File: config.mk
export PLATFORM = sky130hd
export DESIGN_NAME = bullet_controller
export DESIGN_NICKNAME = d
export VERILOG_FILES = /design/src/rtl/bullet_controller.sv
export SDC_FILE = /design/constraint.sdc
export NUM_CORES = 1
export LEC_CHECK = 0
export ABC_AREA = 1
export BUFFER_PORTS_ARGS = -buffer_cell sky130_fd_sc_hd__buf_2
export CAP_MARGIN = 20
export CORE_AREA = 2 2 171 173
export DETAILED_ROUTE_END_ITERATION = 16
export DIE_AREA = 0 0 173 175
export SETUP_SLACK_MARGIN = 0.1
export SLEW_MARGIN = 25
export SYNTH_ARGS = -nofsm -noshare
export SYNTH_HDL_FRONTEND = slang
export SYNTH_SLANG_ARGS = --single-unit
File: constraint.sdc
create_clock -name clk25 -period 6.5 [get_ports clk25]
set_input_delay 0.65 -clock clk25 [delete_from_list [all_inputs] [get_ports clk25]]
set_output_delay 0.65 -clock clk25 [all_outputs]
set_load 0.02 [all_outputs]
File: src/rtl/bullet_controller.sv
// Player-bullet pool: spawns bullets at the ship nose on fire, moves them up every tick,
// retires them at the screen top. Define AUTOFIRE_EN to re-arm fire while the button is held.
module bullet_controller #(
    parameter int BULLET_COUNT   = 8,
    parameter int TICK_PERIOD    = 131072,
    parameter int BULLET_SPEED   = 4,
    parameter int COOLDOWN_TICKS = 6,
    parameter int SHIP_W         = 32,
    parameter int BULLET_W       = 4,
    parameter int BULLET_H       = 8
) (
    input  logic                       clk25,
    input  logic                       rst,
    input  logic                       fire,
    input  logic [9:0]                 ship_x,
    input  logic [9:0]                 ship_y,
    output logic [BULLET_COUNT*10-1:0] bullet_x_flat,
    output logic [BULLET_COUNT*10-1:0] bullet_y_flat,
    output logic [BULLET_COUNT-1:0]    bullet_active_flat,
    output logic                       bullet_fired,
    output logic                       fire_dropped
);

    localparam int TICK_W = (TICK_PERIOD > 1) ? $clog2(TICK_PERIOD) : 1;
    localparam int CD_W   = (COOLDOWN_TICKS > 0) ? $clog2(COOLDOWN_TICKS + 1) : 1;

    localparam logic [TICK_W-1:0] TICK_LAST = TICK_W'(TICK_PERIOD - 1);
    localparam logic [CD_W-1:0]   CD_LOAD   = CD_W'(COOLDOWN_TICKS);
    localparam logic [9:0]        X_OFF     = 10'(SHIP_W / 2 - BULLET_W / 2);
    localparam logic [9:0]        Y_OFF     = 10'(BULLET_H);
    localparam logic [9:0]        SPEED     = 10'(BULLET_SPEED);

    logic fire_s1_q, fire_s1_d;
    logic fire_s2_q, fire_s2_d;
    logic fire_prev_q, fire_prev_d;
    logic pending_q, pending_d;
    logic [TICK_W-1:0] tick_cnt_q, tick_cnt_d;
    logic [CD_W-1:0] cooldown_q, cooldown_d;
    logic [9:0] bullet_x_q [BULLET_COUNT];
    logic [9:0] bullet_x_d [BULLET_COUNT];
    logic [9:0] bullet_y_q [BULLET_COUNT];
    logic [9:0] bullet_y_d [BULLET_COUNT];
    logic [BULLET_COUNT-1:0] active_q, active_d;
    logic fired_q, fired_d;
    logic dropped_q, dropped_d;

    logic tick;
    logic fire_req;
    logic service;
    logic slot_found;
    logic [BULLET_COUNT-1:0] spawn_sel;
    logic [9:0] spawn_x;
    logic [9:0] spawn_y;

    always_comb begin
        fire_s1_d   = fire;
        fire_s2_d   = fire_s1_q;
        fire_prev_d = fire_s2_q;
`ifdef AUTOFIRE_EN
        fire_req = fire_s2_q;
`else
        fire_req = fire_s2_q & ~fire_prev_q;
`endif

        tick       = (tick_cnt_q == TICK_LAST);
        tick_cnt_d = tick ? '0 : tick_cnt_q + TICK_W'(1);

        // Lowest free slot, judged on last cycle's state so a slot retiring now stays busy
        slot_found = 1'b0;
        spawn_sel  = '0;
        for (int i = 0; i < BULLET_COUNT; i++) begin
            if (!active_q[i] && !slot_found) begin
                spawn_sel[i] = 1'b1;
                slot_found   = 1'b1;
            end
        end

        service   = pending_q && (cooldown_q == '0);
        fired_d   = service && slot_found;
        dropped_d = service && !slot_found;
        pending_d = pending_q ? ~service : fire_req;

        spawn_x = ship_x + X_OFF;
        spawn_y = (ship_y >= Y_OFF) ? ship_y - Y_OFF : '0;

        bullet_x_d = bullet_x_q;
        bullet_y_d = bullet_y_q;
        active_d   = active_q;
        for (int i = 0; i < BULLET_COUNT; i++) begin
            if (fired_d && spawn_sel[i]) begin
                active_d[i]   = 1'b1;
                bullet_x_d[i] = spawn_x;
                bullet_y_d[i] = spawn_y;
            end else if (tick && active_q[i]) begin
                if (bullet_y_q[i] >= SPEED) begin
                    bullet_y_d[i] = bullet_y_q[i] - SPEED;
                end else begin
                    active_d[i] = 1'b0;
                end
            end
        end

        cooldown_d = cooldown_q;
        if (fired_d) begin
            cooldown_d = CD_LOAD;
        end else if (tick && (cooldown_q != '0)) begin
            cooldown_d = cooldown_q - CD_W'(1);
        end
    end

    always_ff @(posedge clk25 or posedge rst) begin
        if (rst) begin
            fire_s1_q   <= 1'b0;
            fire_s2_q   <= 1'b0;
            fire_prev_q <= 1'b0;
            pending_q   <= 1'b0;
            tick_cnt_q  <= '0;
            cooldown_q  <= '0;
            bullet_x_q  <= '{default: '0};
            bullet_y_q  <= '{default: '0};
            active_q    <= '0;
            fired_q     <= 1'b0;
            dropped_q   <= 1'b0;
        end else begin
            fire_s1_q   <= fire_s1_d;
            fire_s2_q   <= fire_s2_d;
            fire_prev_q <= fire_prev_d;
            pending_q   <= pending_d;
            tick_cnt_q  <= tick_cnt_d;
            cooldown_q  <= cooldown_d;
            bullet_x_q  <= bullet_x_d;
            bullet_y_q  <= bullet_y_d;
            active_q    <= active_d;
            fired_q     <= fired_d;
            dropped_q   <= dropped_d;
        end
    end

    for (genvar g = 0; g < BULLET_COUNT; g++) begin : g_pack
        assign bullet_x_flat[g*10 +: 10] = bullet_x_q[g];
        assign bullet_y_flat[g*10 +: 10] = bullet_y_q[g];
    end

    assign bullet_active_flat = active_q;
    assign bullet_fired       = fired_q;
    assign fire_dropped       = dropped_q;

endmodule

; Yosys cells after proc, flatten, opt, wreduce, memory -nomap -nowiden
; Cells that the tools add are included.
[op_classes]
addsub = 12
magnitude_cmp = 9
eq_ne = 9
mux = 68
bitwise = 3
n_reduce_logical = 76
[op_table]
columns = operator, n
row1 = 2-to-1 mux 10 bit, 25
row2 = "greater-or-equal comparator 10 x 3 -> 1 bit, second input constant", 8
row3 = "subtractor 10 x 3 -> 10 bit, second input constant", 8
row4 = 2-to-1 mux 1 bit, 40
row5 = nonzero test 2 bit, 17
row6 = AND reduction 2 bit, 16
row7 = logical AND 1 bit, 27
row8 = "adder 17 x 1 -> 17 bit, second input constant", 1
row9 = "== test 17 bit, second input constant", 1
row10 = 2-to-1 mux 17 bit, 1
row11 = "inequality test 2 bit, second input constant", 8
row12 = zero test 1 bit, 14
row13 = "adder 10 x 4 -> 10 bit, second input constant", 1
row14 = "greater-or-equal comparator 10 x 4 -> 1 bit, second input constant", 1
row15 = "subtractor 10 x 4 -> 10 bit, second input constant", 1
row16 = 2-to-1 mux 3 bit, 2
row17 = zero test 3 bit, 1
row18 = nonzero test 3 bit, 1
row19 = "subtractor 3 x 1 -> 3 bit, second input constant", 1
row20 = inverter 1 bit, 2
row21 = AND 1 bit, 1
[totals]
regBits = 194
in_bits = 23
out_inout_bits = 170

; Depth between registers and ports, before layout
[logic_depth]
word_depth = 25
ltp_mapped = 19
depth_no_buf = 18

; Worst setup path after synthesis
; No wires, ideal clock.
[synth_timing]
path_kind = register to register
from = register tick_cnt_q[0]
to = register bullet_y_q (netlist bit bullet_y_flat[3])
setup_ps = 68
arrival_ps = 2417
t_required_ps = 6432
path_slack_ps = 4015
stages_incl_launch_ff = 17
n_path_buf = 1
synth_period_minus_slack_ps = 2485
path_cell_list = dfrtp_1 ha_1 nand3_1 nor2_1 nand2_1 inv_1 nand3_1 nor3_1 nand3_1 nor2_1 ha_1 buf_2 nand2_1 clkinv_1 nand2_1 or2_2 nand3_1
[synth_via]
elab_chain_cells = 4
[synth_lines]
columns = element, line_no
row1 = from (decl), 37  ; logic [TICK_W-1:0] tick_cnt_q, tick_cnt_d;
row2 = from (signal assigned), 129  ; tick_cnt_q <= tick_cnt_d;
row3 = == test 17 bit, 65  ; tick = (tick_cnt_q == TICK_LAST);
row4 = logical AND 1 bit, 94  ; end else if (tick && active_q[i]) begin
row5 = nonzero test 2 bit (no source line), n/a
row6 = AND reduction 2 bit (no source line), n/a
row7 = to (signal assigned), 132  ; bullet_y_q <= bullet_y_d;
row8 = to (decl), 41  ; logic [9:0] bullet_y_q [BULLET_COUNT];
; No other way between the ends.
; A chain may end at the register's enable or synchronous reset.

; Worst setup path after layout
[layout_timing]
from = register tick_cnt_q[0]
to = register cooldown_q[2]
[layout_via]
elab_chain_cells = 3
[layout_lines]
columns = element, line_no
row1 = == test 17 bit, 65
row2 = logical AND 1 bit, 106  ; end else if (tick && (cooldown_q != '0)) begin
row3 = nonzero test 2 bit (no source line), n/a
row4 = to (signal assigned), 130  ; cooldown_q <= cooldown_d;
row5 = to (decl), 38  ; logic [CD_W-1:0] cooldown_q, cooldown_d;
; No other way between the ends.

==> impl_metrics.yaml <==
sta:
  timing.final.crit_share: 0.525
  rsz0062_at_grt: "no"
  hold_viol_final: 0
  setup_viol: 0
  setup_tns_ns: 0
  slew_headroom: 0.330
  timing.hold.ws_ns: 0.326
  post-route-min-period_ns: 3.41
  tightest_slew_ns: 1.00
  fmax_mhz: 293
  fin_skew_ns: 0.0152
  drv_slew: 0
global_route:
  met2_usage: 0.315
  gr-usage-met1: 0.254
  grt_start_max_net_pins: 130
  grt_use_total: 0.190
  groute.layer.met3.usage: 0.0385
  grt_pass1_vias: 8221
  grt-ovfl-total: 0
  top_usage_layer: "met2"
  grt_pass1_wl_mm: 45.6
  antenna_found_initial: 1
drt:
  routed_wl_mm: 28.4
  wl_per_cell_um: 16.1
  drtPass1Iterations: 5
  ant_nets: 0
  num_vias: 8667
  drc: 0
  via_per_inst: 4.90
  drtIter0Drc: 779
power:
  vdd_ir_drop_max_mv: 0.189
  power_leakage_uw: 0.00583
  p_total_uw: 4250
  p_per_area_nw_per_um2: 362
clock_network:
  cts_buffers: 17
  clkLatencyLatePin_ns: 0.44
  htree_levels: 4
  hold_buffers: 0
  cts_resized: 0
  cts.sinks: 194
  postCtsSetupRepairBufs: 0
  root_buffer: "clkbuf_16"
  clk_pin_slew_ns: 0.08
  cts.path.max_buffers: 2
  cts_tree: "yes"
placed_design:
  gp_routability_congestion: 0.900
  dp.cells: 1735
  port_buffers: 192
  dp.final_hpwl_mm: 20.2
finish:
  mostFrequentLayoutCells: "nand2_1, dfrtp_1, buf_2"
  drive_above_1_share: 0.195
  final_util: 0.413
  diodes: 0
  syn_to_final_growth_pct: 18.8
  fin_nets: 1415
  final_cells: 1767
  layout_commonest_cell: "nand2_1"
yosys:
  seq_area_frac_synth: 0.492
  synth_xor_area_frac: 0.0426
  netlist_top_cells_area: "dfrtp_1, nand2_1, nand3_1"
  synth_cells: 1191
  ys_warn_count: 0
  synth_compound_area_frac: 0.0839
  synth_top_area_cell: "dfrtp_1"
  yosys.area_share.simple: 0.281
  synth-adder-area-share: 0.0279
  avgSynthCellArea_um2: 8.29
  synth_top_family_by_area: "simple AND/OR/NAND/NOR gates"
  synth_top_area_frac: 0.492
  yosysUniqueCellTypes: 38
  ys_seq_elements: 194
  syn_area_um2: 9870
  synthMuxAreaShare: 0
  synth.net_count: 1236
setup_path:
  critPathKind: "register to register"
  critPathLaunchType: "register"
  cp.arrival_ns: 3.73
  critical_path_required_ns: 6.82
  crit_path_max_fanout: 22
  endpoint_kind: "register"
floorplan:
  row_count: 62
  fp.dieW_um: 173
  die_h_um: 175
  initial_core_util: 0.348
  die_area_um2: 30300
  coreArea_um2: 28400
  io_pins: 193
run:
  maxCapViolCount: 0
run_status:
  outcome: "finished, final reports clean"
hold_path:
  hp-class: "primary input to register"
-- through the flow --
step | setup WS (ns) | instance area (µm²)
floorplan | 0.566 | 9870
global placement | 3.18 | 11100
detailed placement | 3.10 | 11100
CTS | 3.06 | 11700
global route | 2.61 | 11700
finish | 3.09 | 11700
-- flip-flops by register name, summed over array words and instances, names as in the netlist --
signal,flops
fire_dropped,1
bullet_y_flat,80
cooldown_q,3
fire_prev_q,1
bullet_active_flat,8
pending_q,1
fire_prev_d,1
fire_s1_q,1
bullet_x_flat,80
bullet_fired,1
tick_cnt_q,17
-- kinds of logic (layout without fill, tap and decap cells) --
kind of cell | Yosys count | after routing
xor gates and xnor gates | 48 | 48
AOI/OAI and AO/OA | 152 | 152
adders and majority gates | 22 | 22
buffers and inverters | 164 | 356
and+or+nand+nor | 611 | 611
DFF | 194 | 194
-- Yosys cell counts, drive strengths merged --
library cell and instances:
nor2 101, ha 22, xnor2 11, or2 9, clkbuf 9, nand2 264
nand3 197, a21oi 8, dfrtp 194, inv 126, nor3 16, nor3b 9
clkinv 2, o21ai 133, nand3b 2, buf 27, a31oi 1, xor2 37
nand4 13, a211oi 1, o211ai 8, o31ai 1
-- power breakdown --
group          leakage (µW)  switching, µW  internal (µW)
Combinational       0.00351            964            450
Clock              0.000292            526            555
Sequential          0.00203            263           1490
-- layout make-up --
| type | instances | area [µm²] |
|---|---|---|
| clock buffer | 17 | 425 |
| clock inverter | 15 | 183 |
| fill | 2969 | 16700 |
| inverter | 128 | 488 |
| multi-input combinational | 833 | 4310 |
| sequential | 194 | 4850 |
| tap | 384 | 480 |
| timing repair buffer | 196 | 991 |
-- critical path, cell delays in order, from the launching register on --
cell and delay [ns]:
dfrtp_1 0.38, ha_1 0.19, nand3_1 0.14, nor2_1 0.12, nand2_1 0.06, inv_1 0.08
nand3_1 0.13, nor3_1 0.22, nand3_1 0.11, nor2_1 0.11, ha_1 0.75, inv_1 0.42
a21oi_1 0.30, nand2_1 0.10, xor2_1 0.13, nand2_1 0.06
-- layer usage --
metal	vias up	share of wire
met2	241	0.47
li1	4249	-
met5	-	0.00046
met3	27	0.054
met4	2	0.013
met1	4148	0.46
-- worst paths after layout --
path	from	to	slack [ns]	cells past startpoint
min	fire	fire_s1_q	0.33	1
max	tick_cnt_q[0]	cooldown_q[2]	3.09	15
max reg2reg	tick_cnt_q[0]	cooldown_q[2]	3.09	15
min in group asynchronous	rst	bullet_x_flat[77]	0.39	2
max in group asynchronous	rst	bullet_y_flat[19]	4.62	3
min reg2reg	fire_prev_d	fire_prev_q	0.39	0
Power figures use the tool's default switching activity.
